--- config.mk ---
export PLATFORM = sky130hd
export DESIGN_NAME = cacheline_arbiter
export DESIGN_NICKNAME = d
export VERILOG_FILES = /design/src/rtl/cacheline_arbiter.sv
export SDC_FILE = /design/constraint.sdc
export NUM_CORES = 1
export LEC_CHECK = 0
export ABC_AREA = 1
export CAP_MARGIN = 20
export CORE_AREA = 3 3 541 543
export DETAILED_ROUTE_END_ITERATION = 16
export DIE_AREA = 0 0 544 546
export DONT_BUFFER_PORTS = 1
export PLACE_DENSITY = 0.3
export SYNTH_ARGS = -nofsm -noshare
export SYNTH_HDL_FRONTEND = slang
export SYNTH_SLANG_ARGS = --single-unit
--- constraint.sdc ---
create_clock -name clk -period 23.6 [get_ports clk]
set_input_delay 2.36 -clock clk [delete_from_list [all_inputs] [get_ports clk]]
set_output_delay 2.36 -clock clk [all_outputs]
set_load 0.01 [all_outputs]
--- src/rtl/cacheline_arbiter.sv ---
`default_nettype none
// ============================================================================
//  Module   : cacheline_arbiter
//  Purpose  : Round-robin merge of icache/dcache line requests onto one pmem port
//  Revision : 1.0
// ============================================================================
module cacheline_arbiter #(
    parameter int S_LINE = 256,
    parameter int S_ADDR = 32
) (
    input  logic              clk,
    input  logic              rst,
    input  logic [S_ADDR-1:0] i_pmem_address,
    input  logic              i_pmem_read,
    output logic [S_LINE-1:0] i_pmem_rdata,
    output logic              i_pmem_resp,
    input  logic [S_ADDR-1:0] d_pmem_address,
    input  logic              d_pmem_read,
    input  logic              d_pmem_write,
    input  logic [S_LINE-1:0] d_pmem_wdata,
    output logic [S_LINE-1:0] d_pmem_rdata,
    output logic              d_pmem_resp,
    output logic [S_ADDR-1:0] pmem_address,
    output logic              pmem_read,
    output logic              pmem_write,
    output logic [S_LINE-1:0] pmem_wdata,
    input  logic [S_LINE-1:0] pmem_rdata,
    input  logic              pmem_resp
);

    typedef enum logic [1:0] {
        IDLE    = 2'd0,
        SERVE_I = 2'd1,
        SERVE_D = 2'd2
    } state_t;

    state_t            state_q, state_d;
    logic              last_grant_q, last_grant_d;
    logic [S_ADDR-1:0] addr_q, addr_d;
    logic [S_LINE-1:0] wdata_q, wdata_d;
    logic              rd_q, rd_d;
    logic              wr_q, wr_d;

    logic w_i_req;
    logic w_d_req;
    logic w_grant_d;
    logic w_serving;

    assign w_i_req   = i_pmem_read;
    assign w_d_req   = d_pmem_read | d_pmem_write;
    // dcache wins when alone, or on a tie when icache held the last grant
    assign w_grant_d = w_d_req & (~w_i_req | ~last_grant_q);
    assign w_serving = (state_q != IDLE);

    always_ff @(posedge clk or posedge rst) begin
        if (rst) begin
            state_q      <= IDLE;
            last_grant_q <= 1'b0;
            addr_q       <= '0;
            wdata_q      <= '0;
            rd_q         <= 1'b0;
            wr_q         <= 1'b0;
        end else begin
            state_q      <= state_d;
            last_grant_q <= last_grant_d;
            addr_q       <= addr_d;
            wdata_q      <= wdata_d;
            rd_q         <= rd_d;
            wr_q         <= wr_d;
        end
    end

    always_comb begin
        state_d      = state_q;
        last_grant_d = last_grant_q;
        addr_d       = addr_q;
        wdata_d      = wdata_q;
        rd_d         = rd_q;
        wr_d         = wr_q;
        case (state_q)
            IDLE: begin
                if (w_grant_d) begin
                    state_d      = SERVE_D;
                    last_grant_d = 1'b1;
                    addr_d       = d_pmem_address;
                    wdata_d      = d_pmem_wdata;
                    // a simultaneous read+write is executed as a writeback only
                    rd_d         = d_pmem_read & ~d_pmem_write;
                    wr_d         = d_pmem_write;
                end else if (w_i_req) begin
                    state_d      = SERVE_I;
                    last_grant_d = 1'b0;
                    addr_d       = i_pmem_address;
                    rd_d         = 1'b1;
                    wr_d         = 1'b0;
                end
            end
            SERVE_I, SERVE_D: begin
                if (pmem_resp) begin
                    state_d = IDLE;
                    rd_d    = 1'b0;
                    wr_d    = 1'b0;
                end
            end
            default: begin
                state_d = IDLE;
                rd_d    = 1'b0;
                wr_d    = 1'b0;
            end
        endcase
    end

    assign pmem_address = w_serving ? addr_q  : '0;
    assign pmem_wdata   = w_serving ? wdata_q : '0;
    assign pmem_read    = w_serving & rd_q;
    assign pmem_write   = w_serving & wr_q;

    assign i_pmem_resp  = (state_q == SERVE_I) & pmem_resp;
    assign d_pmem_resp  = (state_q == SERVE_D) & pmem_resp;
    assign i_pmem_rdata = i_pmem_resp ? pmem_rdata : '0;
    assign d_pmem_rdata = d_pmem_resp ? pmem_rdata : '0;

endmodule
`default_nettype wire

Yosys cells after proc, flatten, opt, wreduce, memory -nomap -nowiden
Cells that the tools add are included.

Input port bits: 582. Flip-flop bits (word level): 293.

Multiplexer cells: 18. Bitwise gates (word level): 11. Equality and inequality tests: 4. Reductions and logical operators: 7.

Operator list (count): $mux 256 (3); $mux 32 (3); $and 1x1->1 (6); $mux 1 (6); $mux 2 (3); $reduce_and 2->1 (3); $pmux 1 s2 (2); $pmux 2 s2 (1); $reduce_bool 2->1 (2); $ne 3x3->1 const B (1); $not 1->1 (3); $eq 2x1->1 const B (1); $eq 2x2->1 const B (1); $logic_not 2->1 (1); $ne 2x2->1 const B (1); $or 1x1->1 (2); $reduce_or 2->1 (1).

Longest topological paths before layout
Depth in word-level cells: 5. Mapped depth: 9. Mapped depth without buffers: 6.

Least setup slack after synthesis
No wires, ideal clock.

Path kind: input to output. Start: input pmem_resp. End: output i_pmem_resp. Arrival: 3.152 ns. Stages on the path: 4. Path buffers: 2. Setup slack: 18.088 ns. Data required time: 21.240 ns. Cell sequence: nand2_1 clkbuf_1 clkbuf_1 inv_1.

Cells in the longest elaborated chain, start to end: 1.

RTL lines: start: declaration (line 28) `input logic pmem_resp`; $and 1x1->1 (line 118) `assign i_pmem_resp = (state_q == SERVE_I) & pmem_resp;`; end: declaration (line 16) `output logic i_pmem_resp,`.

No other way between the ends.

Final worst setup path
Start: input pmem_resp. End: output d_pmem_rdata[205].

Cells in the longest elaborated chain, start to end: 2.

RTL lines: $and 1x1->1 (line 119) `assign d_pmem_resp = (state_q == SERVE_D) & pmem_resp;`; $mux 256 (line 121) `assign d_pmem_rdata = d_pmem_resp ? pmem_rdata : '0;`; end: declaration (line 21) `output logic [S_LINE-1:0] d_pmem_rdata,`.

No other way between the ends.

==> qor.yml <==
status: "finished clean"
first_pass_iters: 5
initial_utilization_pct: 5.74
antenna_left: 0
layout-drive-gt1-share_pct: 4.20
cts-resized-gates: 0
multiInputGateArea_um2: 6150
root_buffer: "clkbuf_16"
dp_hpwl_um: 172000
place_congestion: 1.01
p_per_area_nw_per_um2: 142
syn_nets: 3164
grt_pass1_vias: 16400
ys_seq_elements: 293
synth_edf_count: 0
cts_buffers: 43
cts_tree: "built"
std_cell_rows: 197
skew_ps: 24.5
layout.nets: 3074
crit_arrival_ps: 5090
design.core.area_um2: 288000
start_kind: "input port"
portBuffers: 0
drt_wl_total_um: 192000
hold_buffers: 0
worst_pin_slew_ps: 1250
netlist_area_um2: 16500
synth-seq-area-share_pct: 44.3
rsz0062_at_grt: "no"
dr.first_iter.drc_count: 1272
avgSynthCellArea_um2: 6.41
yosys.cell_count.top_type: "nor2_1"
clkTransAtPathRegs_ps: 50
hold_path.class: "reg2reg"
clkSinkCount: 293
syn_inst: 2579
fmax_mhz: 134
async_reset_ff_share_pct: 100
syn_to_final_growth_pct: 35.0
grt_pass1_wl_um: 226000
die_w_um: 544
drc: 0
synth_area_leaders: "dfrtp_1 44%, nor2_1 18%, inv_1 14%"
h-tree-depth: 2
clock_latency_ps: 640
regArea_um2: 7330
yosysTopAreaCell: "dfrtp_1"
chipHeight_um: 546
antenna_found_initial: 164
synth_top_area_share_pct: 44.3
wl_per_cell_um: 30.3
die_area_um2: 297000
maxCapViolCount: 0
grt_max_degree: 170
whs_ps: 483
crit_path_max_fanout: 111
end_kind: "output port"
synthTopCellsByCount: "803 x nor2_1, 621 x inv_1, 368 x nand2_1"
finalMaxSlewViolations: 0
synth.distinct_cells: 17
cts_setup_buffers: 0
critPathKind: "in2out"
finalHoldViolations: 0
vias_per_cell: 2.75
tns_ps: 0
holdPathStages: 2
p_leak_uw: 0.0104
gr-total-overflow: 0
finalCritPeriodShare_pct: 31.6
vias: 17400
fin_crit_ps: 7450
yosys_most_used_dff: "dfrtp_1"
cp.required_ps: 21240
nFillCells: 34100
peakVddDrop_uv: 57.0
cts_max_path_buffers: 3
rr_worst_depth: 10
relSlewSlack_pct: 16.2
num_io_pins: 1386
synth_warnings: 0
setup_viol: 0
track_usage_pct: 12.2
## layout by cell type (no fill, tap or decap)
| master | synthesis | final |
|---|---|---|
| ha_4 | 0 | 1 |
| bufinv_16 | 0 | 4 |
| clkbuf_8 | 0 | 12 |
| nand3_1 | 68 | 68 |
| buf_6 | 0 | 1 |
| nand2_1 | 368 | 366 |
| nand4_1 | 1 | 1 |
| clkbuf_1 | 96 | 7 |
| inv_1 | 621 | 620 |
| o21ai_1 | 226 | 226 |
| clkbuf_16 | 0 | 43 |
| nor2_4 | 1 | 1 |
| o21ai_0 | 31 | 31 |
| clkinv_16 | 0 | 1 |
| clkinv_8 | 0 | 1 |
| ha_1 | 3 | 2 |
| clkinvlp_4 | 0 | 1 |
| clkinv_4 | 0 | 1 |
| nand2_4 | 0 | 2 |
| nand2_2 | 2 | 2 |
| nor2_2 | 0 | 2 |
| diode_2 | 0 | 15 |
| a21oi_4 | 0 | 1 |
| buf_4 | 35 | 21 |
| nor2_1 | 803 | 801 |
| inv_6 | 0 | 2 |
| inv_8 | 0 | 2 |
| clkinv_2 | 0 | 4 |
| dfrtp_1 | 293 | 293 |
| o21ai_4 | 1 | 1 |
| buf_12 | 0 | 2 |
| buf_16 | 0 | 1 |
## power breakdown
group,leakage [µW],internal (µW),switching (µW)
clock,0.000734,419,284
combinational,0.00611,281,1370
sequential,0.00359,753,72.9
## cell families (layout without fill, tap and decap cells)
family,Yosys count,count (layout),synth area share (%)
fa+ha+maj,3,3,0.227
other cells,0,15,0
simple gates,1243,1243,28.8
flops,293,293,44.3
compound gates,259,259,7.93
buf+inv,781,723,18.7
## worst max-delay path, cell delays in order
cell and delay [ps]:
nand2_4 430, buf_4 830, buf_4 910, nor2_1 230
## layout make-up
class / count / area share (%)
flip-flops and latches: 293 / 32.8
diodes: 15 / 0.168
well taps: 3781 / 21.2
multi-input cells: 1505 / 27.6
inverters: 621 / 10.5
repair buffers: 25 / 1.06
clock buffers: 62 / 5.68
clock inverters: 15 / 1.04
## final timing paths
path | from | endpoint | slack [ps]
max | pmem_resp | d_pmem_rdata[205] | 16150
min reg2reg | addr_q[27] | addr_q[27] | 480
max in group asynchronous | rst | wdata_q[30] | 19870
max reg2reg | state_q[0] | wdata_q[172] | 18250
min | addr_q[27] | addr_q[27] | 480
min in group asynchronous | rst | wdata_q[210] | 1670
## registers in the layout, indices dropped and copies added, names as in the netlist
| signal | count |
|---|---|
| addr_q | 32 |
| last_grant_q | 1 |
| rd_q | 1 |
| state_q | 2 |
| wdata_q | 256 |
| wr_q | 1 |
## layer usage
metal  up-vias  track usage, %  share of wire (%)
met5         -               0              0.055
met3       382            6.42                 12
met2      1402            21.5                 49
li1       7195               -                  -
met4        18            4.33                4.4
met1      8376            12.2                 35
## stage by stage
step / utilization [%] / instances / worst slack, ps / instance area (µm²) / total power [µW]
after global routing: 7.74 / 6310 / 15970 / 22300 / 3470
after detailed placement: 7.20 / 6223 / 16000 / 20700 / 2540
final: 7.75 / 6317 / 16150 / 22300 / 3180
after global placement: 7.20 / 6222 / 16120 / 20700 / 2530
after CTS: 7.72 / 6300 / 16010 / 22200 / 3280
after floorplan: - / 2579 / 13150 / 16500 / 1850
No activity file was read; power rests on OpenSTA's default activity.
